===== src/rtl/lsu_pkg.sv =====
// lsu_pkg: shared definitions for the load/store unit.
//   size_e     - request size encoding (11 is handled as a word)
//   state_e    - load_store_unit FSM states
//   BE_*       - byte-enable patterns; be[3] maps to bits [31:24] (byte offset 0)
//   TIMEOUT_W  - width of the ACCESS timeout counter (TIMEOUT_CYC must fit)
//   is_misaligned / align_addr - natural-alignment helpers
// Optional feature macro: MISALIGN_TRAP_EN (used by load_store_unit).
package lsu_pkg;

    typedef enum logic [1:0] {
        SIZE_BYTE     = 2'b00,
        SIZE_HALF     = 2'b01,
        SIZE_WORD     = 2'b10,
        SIZE_WORD_ALT = 2'b11
    } size_e;

    typedef enum logic [1:0] {
        ST_IDLE,
        ST_ACCESS,
        ST_RESP
    } state_e;

    localparam logic [3:0] BE_BYTE_MSB = 4'b1000;
    localparam logic [3:0] BE_HALF_HI  = 4'b1100;
    localparam logic [3:0] BE_HALF_LO  = 4'b0011;
    localparam logic [3:0] BE_WORD     = 4'b1111;

    localparam int unsigned TIMEOUT_W = 16;

    function automatic logic is_misaligned(input size_e s, input logic [1:0] off);
        case (s)
            SIZE_BYTE: return 1'b0;
            SIZE_HALF: return off[0];
            default:   return |off;
        endcase
    endfunction

    // Clears the address bits that would make the access cross its natural boundary.
    function automatic logic [31:0] align_addr(input size_e s, input logic [31:0] a);
        case (s)
            SIZE_BYTE: return a;
            SIZE_HALF: return {a[31:1], 1'b0};
            default:   return {a[31:2], 2'b00};
        endcase
    endfunction

endpackage


===== src/rtl/lsu_if.sv =====
// Bus interfaces of the load/store unit.
//   lsu_req_if : CPU-side request/response and stall.
//                master = CPU pipeline, slave = load_store_unit
//   lsu_mem_if : data-memory side with ready handshake.
//                master = load_store_unit, slave = memory
interface lsu_req_if;
    logic        req_valid;
    logic        req_write;
    logic [1:0]  req_size;
    logic        req_unsigned;
    logic [31:0] req_addr;
    logic [31:0] req_wdata;
    logic        req_ready;
    logic        rsp_valid;
    logic [31:0] rsp_rdata;
    logic        rsp_err;
    logic        stall;

    modport master (
        output req_valid, req_write, req_size, req_unsigned, req_addr, req_wdata,
        input  req_ready, rsp_valid, rsp_rdata, rsp_err, stall
    );

    modport slave (
        input  req_valid, req_write, req_size, req_unsigned, req_addr, req_wdata,
        output req_ready, rsp_valid, rsp_rdata, rsp_err, stall
    );
endinterface

interface lsu_mem_if;
    logic [31:0] mem_addr;
    logic [31:0] mem_wdata;
    logic [3:0]  mem_be;
    logic        mem_read;
    logic        mem_write;
    logic        mem_ready;
    logic [31:0] mem_rdata;

    modport master (
        output mem_addr, mem_wdata, mem_be, mem_read, mem_write,
        input  mem_ready, mem_rdata
    );

    modport slave (
        input  mem_addr, mem_wdata, mem_be, mem_read, mem_write,
        output mem_ready, mem_rdata
    );
endinterface


===== src/rtl/lsu_lane_align.sv =====
// lsu_lane_align: combinational lane steering for a big-endian 32-bit bus.
//   size, off      - access size and byte offset within the word
//   is_unsigned    - zero-extend loads instead of sign-extending
//   wdata          - right-justified store data
//   rdata          - word read from memory
//   be             - byte enables (be[3] = bits [31:24])
//   wdata_rep      - store data replicated across all lanes
//   rdata_ext      - extracted and extended load data
module lsu_lane_align
    import lsu_pkg::*;
(
    input  size_e       size,
    input  logic [1:0]  off,
    input  logic        is_unsigned,
    input  logic [31:0] wdata,
    input  logic [31:0] rdata,
    output logic [3:0]  be,
    output logic [31:0] wdata_rep,
    output logic [31:0] rdata_ext
);

    logic [7:0]  byte_sel;
    logic [15:0] half_sel;

    always_comb begin
        // Offset 0 is the most significant lane.
        case (off)
            2'd0:    byte_sel = rdata[31:24];
            2'd1:    byte_sel = rdata[23:16];
            2'd2:    byte_sel = rdata[15:8];
            default: byte_sel = rdata[7:0];
        endcase
        half_sel = off[1] ? rdata[15:0] : rdata[31:16];
    end

    always_comb begin
        be        = BE_WORD;
        wdata_rep = wdata;
        rdata_ext = rdata;
        case (size)
            SIZE_BYTE: begin
                be        = BE_BYTE_MSB >> off;
                wdata_rep = {4{wdata[7:0]}};
                rdata_ext = {{24{~is_unsigned & byte_sel[7]}}, byte_sel};
            end
            SIZE_HALF: begin
                be        = off[1] ? BE_HALF_LO : BE_HALF_HI;
                wdata_rep = {2{wdata[15:0]}};
                rdata_ext = {{16{~is_unsigned & half_sel[15]}}, half_sel};
            end
            default: begin
                be        = BE_WORD;
                wdata_rep = wdata;
                rdata_ext = rdata;
            end
        endcase
    end

endmodule


===== src/rtl/load_store_unit.sv =====
// load_store_unit: MEM-stage initiator for a byte-addressed big-endian data memory.
// Accepts one CPU request at a time (IDLE -> ACCESS -> RESP -> IDLE), drives a
// word-aligned memory transaction with byte enables, returns extended load data
// with a one-cycle rsp_valid pulse and holds stall while busy.
//   clk, rst_n  - clock, asynchronous active-low reset
//   req         - lsu_req_if.slave  : CPU request/response/stall
//   mem         - lsu_mem_if.master : memory strobes, ready handshake, read data
// Parameter TIMEOUT_CYC: ACCESS cycles without mem_ready before an error
//   response (0 disables the timeout).
// Optional macro MISALIGN_TRAP_EN: misaligned half/word requests skip memory
//   and answer with rsp_err; without it the offending address bits are cleared.
module load_store_unit
    import lsu_pkg::*;
#(
    parameter int unsigned TIMEOUT_CYC = 64
) (
    input  logic       clk,
    input  logic       rst_n,
    lsu_req_if.slave   req,
    lsu_mem_if.master  mem
);

    state_e                 state, state_nx;
    logic                   r_write;
    logic                   r_unsigned;
    size_e                  r_size;
    logic [31:0]            r_addr;
    logic [31:0]            r_wdata;
    logic [TIMEOUT_W-1:0]   cnt;
    logic [31:0]            rsp_data_q;
    logic                   rsp_err_q;

    logic                   accept;
    logic                   misalign;
    logic                   timeout;
    logic [3:0]             lane_be;
    logic [31:0]            lane_wdata;
    logic [31:0]            lane_rdata;

    assign accept = (state == ST_IDLE) && req.req_valid;

`ifdef MISALIGN_TRAP_EN
    assign misalign = is_misaligned(size_e'(req.req_size), req.req_addr[1:0]);
`else
    assign misalign = 1'b0;
`endif

    // mem_ready takes priority over an expiring counter in the same cycle.
    assign timeout = (TIMEOUT_CYC != 0) &&
                     (cnt == TIMEOUT_W'(TIMEOUT_CYC - 1)) &&
                     !mem.mem_ready;

    lsu_lane_align u_lane_align (
        .size        (r_size),
        .off         (r_addr[1:0]),
        .is_unsigned (r_unsigned),
        .wdata       (r_wdata),
        .rdata       (mem.mem_rdata),
        .be          (lane_be),
        .wdata_rep   (lane_wdata),
        .rdata_ext   (lane_rdata)
    );

    always_ff @(posedge clk or negedge rst_n) begin
        if (!rst_n) begin
            state <= ST_IDLE;
        end else begin
            state <= state_nx;
        end
    end

    always_comb begin
        state_nx = state;
        case (state)
            ST_IDLE: begin
                if (accept) begin
                    state_nx = misalign ? ST_RESP : ST_ACCESS;
                end
            end
            ST_ACCESS: begin
                if (mem.mem_ready || timeout) begin
                    state_nx = ST_RESP;
                end
            end
            ST_RESP:  state_nx = ST_IDLE;
            default:  state_nx = ST_IDLE;
        endcase
    end

    // Captured address is already aligned; with the trap enabled a misaligned
    // request never reaches ACCESS, so the alignment is harmless there.
    always_ff @(posedge clk or negedge rst_n) begin
        if (!rst_n) begin
            r_write    <= 1'b0;
            r_unsigned <= 1'b0;
            r_size     <= SIZE_BYTE;
            r_addr     <= '0;
            r_wdata    <= '0;
            cnt        <= '0;
            rsp_data_q <= '0;
            rsp_err_q  <= 1'b0;
        end else if (accept) begin
            r_write    <= req.req_write;
            r_unsigned <= req.req_unsigned;
            r_size     <= size_e'(req.req_size);
            r_addr     <= align_addr(size_e'(req.req_size), req.req_addr);
            r_wdata    <= req.req_wdata;
            cnt        <= '0;
            rsp_data_q <= '0;
            rsp_err_q  <= misalign;
        end else if (state == ST_ACCESS) begin
            cnt <= cnt + 1'b1;
            if (mem.mem_ready) begin
                rsp_data_q <= r_write ? '0 : lane_rdata;
                rsp_err_q  <= 1'b0;
            end else if (timeout) begin
                rsp_data_q <= '0;
                rsp_err_q  <= 1'b1;
            end
        end
    end

    always_comb begin
        req.req_ready  = (state == ST_IDLE);
        req.stall      = (state != ST_IDLE);
        req.rsp_valid  = (state == ST_RESP);
        req.rsp_rdata  = '0;
        req.rsp_err    = 1'b0;
        mem.mem_read   = 1'b0;
        mem.mem_write  = 1'b0;
        mem.mem_addr   = '0;
        mem.mem_be     = '0;
        mem.mem_wdata  = '0;
        if (state == ST_RESP) begin
            req.rsp_rdata = rsp_data_q;
            req.rsp_err   = rsp_err_q;
        end
        if (state == ST_ACCESS) begin
            mem.mem_read  = ~r_write;
            mem.mem_write = r_write;
            mem.mem_addr  = {r_addr[31:2], 2'b00};
            mem.mem_be    = lane_be;
            mem.mem_wdata = lane_wdata;
        end
    end

endmodule


===== src/flat_wrapper.sv =====
// flat-port wrapper written by rule: the top's interface ports become plain ports
module load_store_unit_flat import lsu_pkg::*;
#(
    parameter int unsigned TIMEOUT_CYC = 64
)
  (clk, rst_n, req_req_valid, req_req_write, req_req_size, req_req_unsigned, req_req_addr, req_req_wdata, req_req_ready, req_rsp_valid, req_rsp_rdata, req_rsp_err, req_stall, mem_mem_addr, mem_mem_wdata, mem_mem_be, mem_mem_read, mem_mem_write, mem_mem_ready, mem_mem_rdata);
  lsu_req_if req_i ();
  lsu_mem_if mem_i ();
  input  logic clk;
  input  logic rst_n;
  input wire logic [$bits(req_i.req_valid)-1:0] req_req_valid;
  input wire logic [$bits(req_i.req_write)-1:0] req_req_write;
  input wire logic [$bits(req_i.req_size)-1:0] req_req_size;
  input wire logic [$bits(req_i.req_unsigned)-1:0] req_req_unsigned;
  input wire logic [$bits(req_i.req_addr)-1:0] req_req_addr;
  input wire logic [$bits(req_i.req_wdata)-1:0] req_req_wdata;
  output wire logic [$bits(req_i.req_ready)-1:0] req_req_ready;
  output wire logic [$bits(req_i.rsp_valid)-1:0] req_rsp_valid;
  output wire logic [$bits(req_i.rsp_rdata)-1:0] req_rsp_rdata;
  output wire logic [$bits(req_i.rsp_err)-1:0] req_rsp_err;
  output wire logic [$bits(req_i.stall)-1:0] req_stall;
  output wire logic [$bits(mem_i.mem_addr)-1:0] mem_mem_addr;
  output wire logic [$bits(mem_i.mem_wdata)-1:0] mem_mem_wdata;
  output wire logic [$bits(mem_i.mem_be)-1:0] mem_mem_be;
  output wire logic [$bits(mem_i.mem_read)-1:0] mem_mem_read;
  output wire logic [$bits(mem_i.mem_write)-1:0] mem_mem_write;
  input wire logic [$bits(mem_i.mem_ready)-1:0] mem_mem_ready;
  input wire logic [$bits(mem_i.mem_rdata)-1:0] mem_mem_rdata;
  assign req_i.req_valid = req_req_valid;
  assign req_i.req_write = req_req_write;
  assign req_i.req_size = req_req_size;
  assign req_i.req_unsigned = req_req_unsigned;
  assign req_i.req_addr = req_req_addr;
  assign req_i.req_wdata = req_req_wdata;
  assign req_req_ready = req_i.req_ready;
  assign req_rsp_valid = req_i.rsp_valid;
  assign req_rsp_rdata = req_i.rsp_rdata;
  assign req_rsp_err = req_i.rsp_err;
  assign req_stall = req_i.stall;
  assign mem_mem_addr = mem_i.mem_addr;
  assign mem_mem_wdata = mem_i.mem_wdata;
  assign mem_mem_be = mem_i.mem_be;
  assign mem_mem_read = mem_i.mem_read;
  assign mem_mem_write = mem_i.mem_write;
  assign mem_i.mem_ready = mem_mem_ready;
  assign mem_i.mem_rdata = mem_mem_rdata;
  load_store_unit #(.TIMEOUT_CYC(TIMEOUT_CYC)) u_core (.clk(clk), .rst_n(rst_n), .req(req_i), .mem(mem_i));
endmodule

===== config.mk =====
export PLATFORM = sky130hd
export DESIGN_NAME = load_store_unit_flat
export DESIGN_NICKNAME = d
export VERILOG_FILES = /design/src/rtl/lsu_pkg.sv /design/src/rtl/lsu_if.sv /design/src/rtl/lsu_lane_align.sv /design/src/rtl/load_store_unit.sv /design/src/flat_wrapper.sv
export SDC_FILE = /design/constraint.sdc
export NUM_CORES = 1
export LEC_CHECK = 0
export ABC_AREA = 0
export CORE_MARGIN = 5
export CORE_UTILIZATION = 42
export CTS_CLUSTER_DIAMETER = 200
export DETAILED_ROUTE_END_ITERATION = 10
export HOLD_SLACK_MARGIN = 0.03
export PLACE_DENSITY = 0.83
export SYNTH_ARGS = -nofsm -noshare
export SYNTH_HDL_FRONTEND = slang
export SYNTH_SLANG_ARGS = --single-unit

===== constraint.sdc =====
create_clock -name clk -period 2.05 [get_ports clk]
set_input_delay 0.41 -clock clk [delete_from_list [all_inputs] [get_ports clk]]
set_output_delay 0.41 -clock clk [all_outputs]
set_load 0.01 [all_outputs]

==> impl_metrics.csv <==
group,metric,value,unit
routing,drc_errors,0,
routing,firstDrtPassIters,5,
setup_path,cp_cell_sequence,"or4bb_1 -> o41a_1 -> o21a_4 -> a221o_1",
logic_synthesis,yosysSeqAreaShare,0.486,
floorplan,die-height,131,um
logic_synthesis,syn_inst,713,
final_layout,multi_input_area,0.00328,mm^2
grt,track_usage,0.243,
cts,h-tree-depth,4,
floorplan,die_x,131,um
cts,worstSkewPairLatency,420,ps
cts,cts.path.max_buffers,2,
logic_synthesis,yosysMostFrequentCell,"nand2_1",
final_layout,layout.nets,1084,
cts,cts_tree,"done",
setup_path,crit_family,"compound AO/OA/AOI/OAI gates",
floorplan,rows,44,
timing,setup_slack,-204,ps
timing,tightest_slew,671,ps
job,max_cap_viol_count,0,
timing,fin_skew,8.50,ps
grt,grt_pass1_wl,32300,um
logic_synthesis,synthTopCellsByCount,"nand2_1, dfrtp_1, and2_1, nor2_1, clkbuf_1",
floorplan,ios,210,
routing,drt_iter0_drc,583,
grt,grt_pass1_vias,6294,
status,run_status,"finished with violations",
timing,finalSetupTns,-5260,ps
setup_path,reg2reg_depth,4,
place,globalplace.congestion,0.847,
routing,wl_per_cell,19.3,um
cts,clk_pin_slew,60,ps
power,clockPowerShare,0.259,
timing,rsz0062_at_grt,"true",
place,hpwlAfterDp,13500,um
timing,relSlewSlack,0.551,
cts,ctsRootBufferMaster,"clkbuf_16",
grt,grt-ovfl-total,0,
setup_path,crit_type,"flop to flop",
power,vdd_drop_max,0.000767,V
setup_path,cpPeakStageDelay,570,ps
setup_path,critPathArrivalTime,2550,ps
setup_path,critPathRequiredTime,2340,ps
final_layout,final-seq-area,0.00298,mm^2
cts,numCtsBuffers,17,
final_layout,syn2layout_area_growth,61.3,%
place,io_buffer_count,207,
routing,viasPerCell,5.59,
worst_hold_path,hold_class,"input pin to asynchronous set/reset pin",
status,violations,"negative setup slack",
timing,fin_crit,2250,ps
power,combPwrFrac,0.435,
logic_synthesis,synth_top_area_frac,0.486,
timing,slew_violations,0,
setup_path,slowest_stage,"o41a_1",
setup_path,path_max_fanout,5,
power,seqPwrFrac,0.306,
final_layout,drive_gt1_frac,0.301,
final_layout,n_antenna_cell,0,
power,p_sw_frac,0.364,
setup_path,end_kind,"flop",
power,p_leak,4.83,nW
power,cellInternalPower,8.11,mW
power,power_density,1290,mW/mm^2
setup_path,worst_setup_path_start_kind,"flop",
final_layout,fillers,1054,
floorplan,fp.dieArea,0.0171,mm^2
floorplan,initial_utilization,0.424,
setup_path,cp_num_cells,4,
logic_synthesis,async_flop_share,1.00,
logic_synthesis,synth_ff_type,"dfrtp_1",
final_layout,instances_no_fill,1176,
routing,drtAntennaViolNets,0,
timing,fin_crit_sh,1.10,
logic_synthesis,yosysWarningCount,0,
setup_path,worst-path-buf-inv,0,
logic_synthesis,avgSynthCellArea,8.59,um^2
logic_synthesis,synth.largest_area_cell,"dfrtp_1",
grt,antenna_found_initial,0,
floorplan,core_area,0.0144,mm^2
final_layout,fin_area,0.00987,mm^2
cts,cts.sinks,119,
timing,finalSetupViolCount,47,
setup_path,r2r_start,"u_core.cnt[13]",
final_layout,fin_util,0.684,
power,p_sw,4.64,mW
routing,totalWireLength,22700,um
place,dp_cells,1107,
logic_synthesis,ys_seq_elements,119,
routing,via_count,6573,
timing,holdWs,439,ps
place,placed_area,0.00874,mm^2
timing,fmax,444,MHz
logic_synthesis,syn_area,0.00612,mm^2
timing,final-hold-violation-count,0,
logic_synthesis,ys_types,44,
grt,grt_max_degree,57,
logic_synthesis,synth.area.top_cells,"dfrtp_1, nand2_1, and2_1, mux2i_1, a221o_1",
setup_path,crit_start,"u_core.cnt[13]",
logic_synthesis,synth_edf_count,0,
==> per-stage QoR <==
| step | setup slack [ps] | power (mW) |
|---|---|---|
| 2_1_floorplan | -78.2 | 6.14 |
| 3_3_place_gp | -238 | 8.30 |
| 3_5_place_dp | -292 | 8.40 |
| 4_1_cts | -142 | 12.0 |
| 5_1_grt | -221 | 13.4 |
| 6_report | -204 | 12.8 |
==> flip-flops by register name, summed over array words and instances, names as in the netlist <==
| signal | cells |
|---|---|
| u_core.r_wdata | 32 |
| u_core.r_write | 1 |
| u_core.r_addr | 32 |
| u_core.r_size | 2 |
| u_core.rsp_err_q | 1 |
| u_core.r_unsigned | 1 |
| u_core.state | 2 |
| u_core.cnt | 16 |
| u_core.rsp_data_q | 32 |
==> cells by family after synthesis <==
family,share of synthesized area
flops,0.486
mux,0.0464
simple gates,0.290
buf+inv,0.0374
fa+ha+maj,0.00204
compound gates,0.137
other cells,0.000613
==> cell usage in the layout (no fill, tap or decap), types with 5 or more instances in the layout <==
| cell | count |
|---|---|
| dfrtp_1 | 115 |
| clkdlybuf4s50_1 | 102 |
| clkinv_2 | 5 |
| o2bb2ai_2 | 12 |
| nand2_1 | 232 |
| buf_2 | 56 |
| buf_4 | 52 |
| o21ai_0 | 26 |
| a21oi_1 | 26 |
| and2_4 | 27 |
| clkbuf_2 | 12 |
| bufinv_16 | 5 |
| and3_1 | 5 |
| nor2_1 | 34 |
| a22o_1 | 8 |
| buf_6 | 44 |
| clkbuf_16 | 24 |
| a221oi_1 | 7 |
| or3_1 | 7 |
| nand3_1 | 8 |
| nand4_1 | 6 |
| nand2_2 | 6 |
| mux2i_1 | 21 |
| and2_1 | 46 |
| a221o_1 | 17 |
| buf_12 | 10 |
==> worst paths after layout <==
check	endpoint	slack, ps
min in group clk	u_core.r_addr[17]	460
worst max-delay path	u_core.rsp_data_q[22]	-200
max in group asynchronous	u_core.r_size[0]	980
worst max register to register	u_core.rsp_data_q[22]	-200
worst min register to register	u_core.r_addr[17]	460
worst min-delay path	u_core.rsp_data_q[1]	440
==> what timing repair did <==
action	in CTS	in global routing
hold endpoints to repair	19	0
buffers inserted	13	13
gates cloned	5	10
setup endpoints to repair	135	133
pin swaps	20	19
hold buffers	1	0
resized for setup	362	167
==> metal layers <==
layer	track usage	routed length (um)	vias to the layer above
met2	0.404	11000	385
met3	0.0780	2380	70
met5	0	0	-
li1	-	-	2947
met4	0.103	803	0
met1	0.291	8450	3171
==> power by group through the flow <==
stage / clock (mW) / combinational, mW / sequential, mW
2_1_floorplan: 0 / 2.57 / 3.58
3_3_place_gp: 0 / 4.53 / 3.77
5_1_grt: 3.44 / 5.95 / 3.98
4_1_cts: 3.31 / 4.92 / 3.81
3_5_place_dp: 0 / 4.60 / 3.79
6_report: 3.30 / 5.55 / 3.90
==> area by class of cell <==
| class | count | share of cell area |
|---|---|---|
| Tap cell | 184 | 0.0233 |
| Multi-Input combinational cell | 545 | 0.332 |
| Clock buffer | 19 | 0.0459 |
| Timing Repair Buffer | 291 | 0.274 |
| Clock inverter | 13 | 0.0203 |
| Sequential cell | 119 | 0.302 |
| Inverter | 5 | 0.00190 |
No activity file was read; power rests on OpenSTA's default activity.
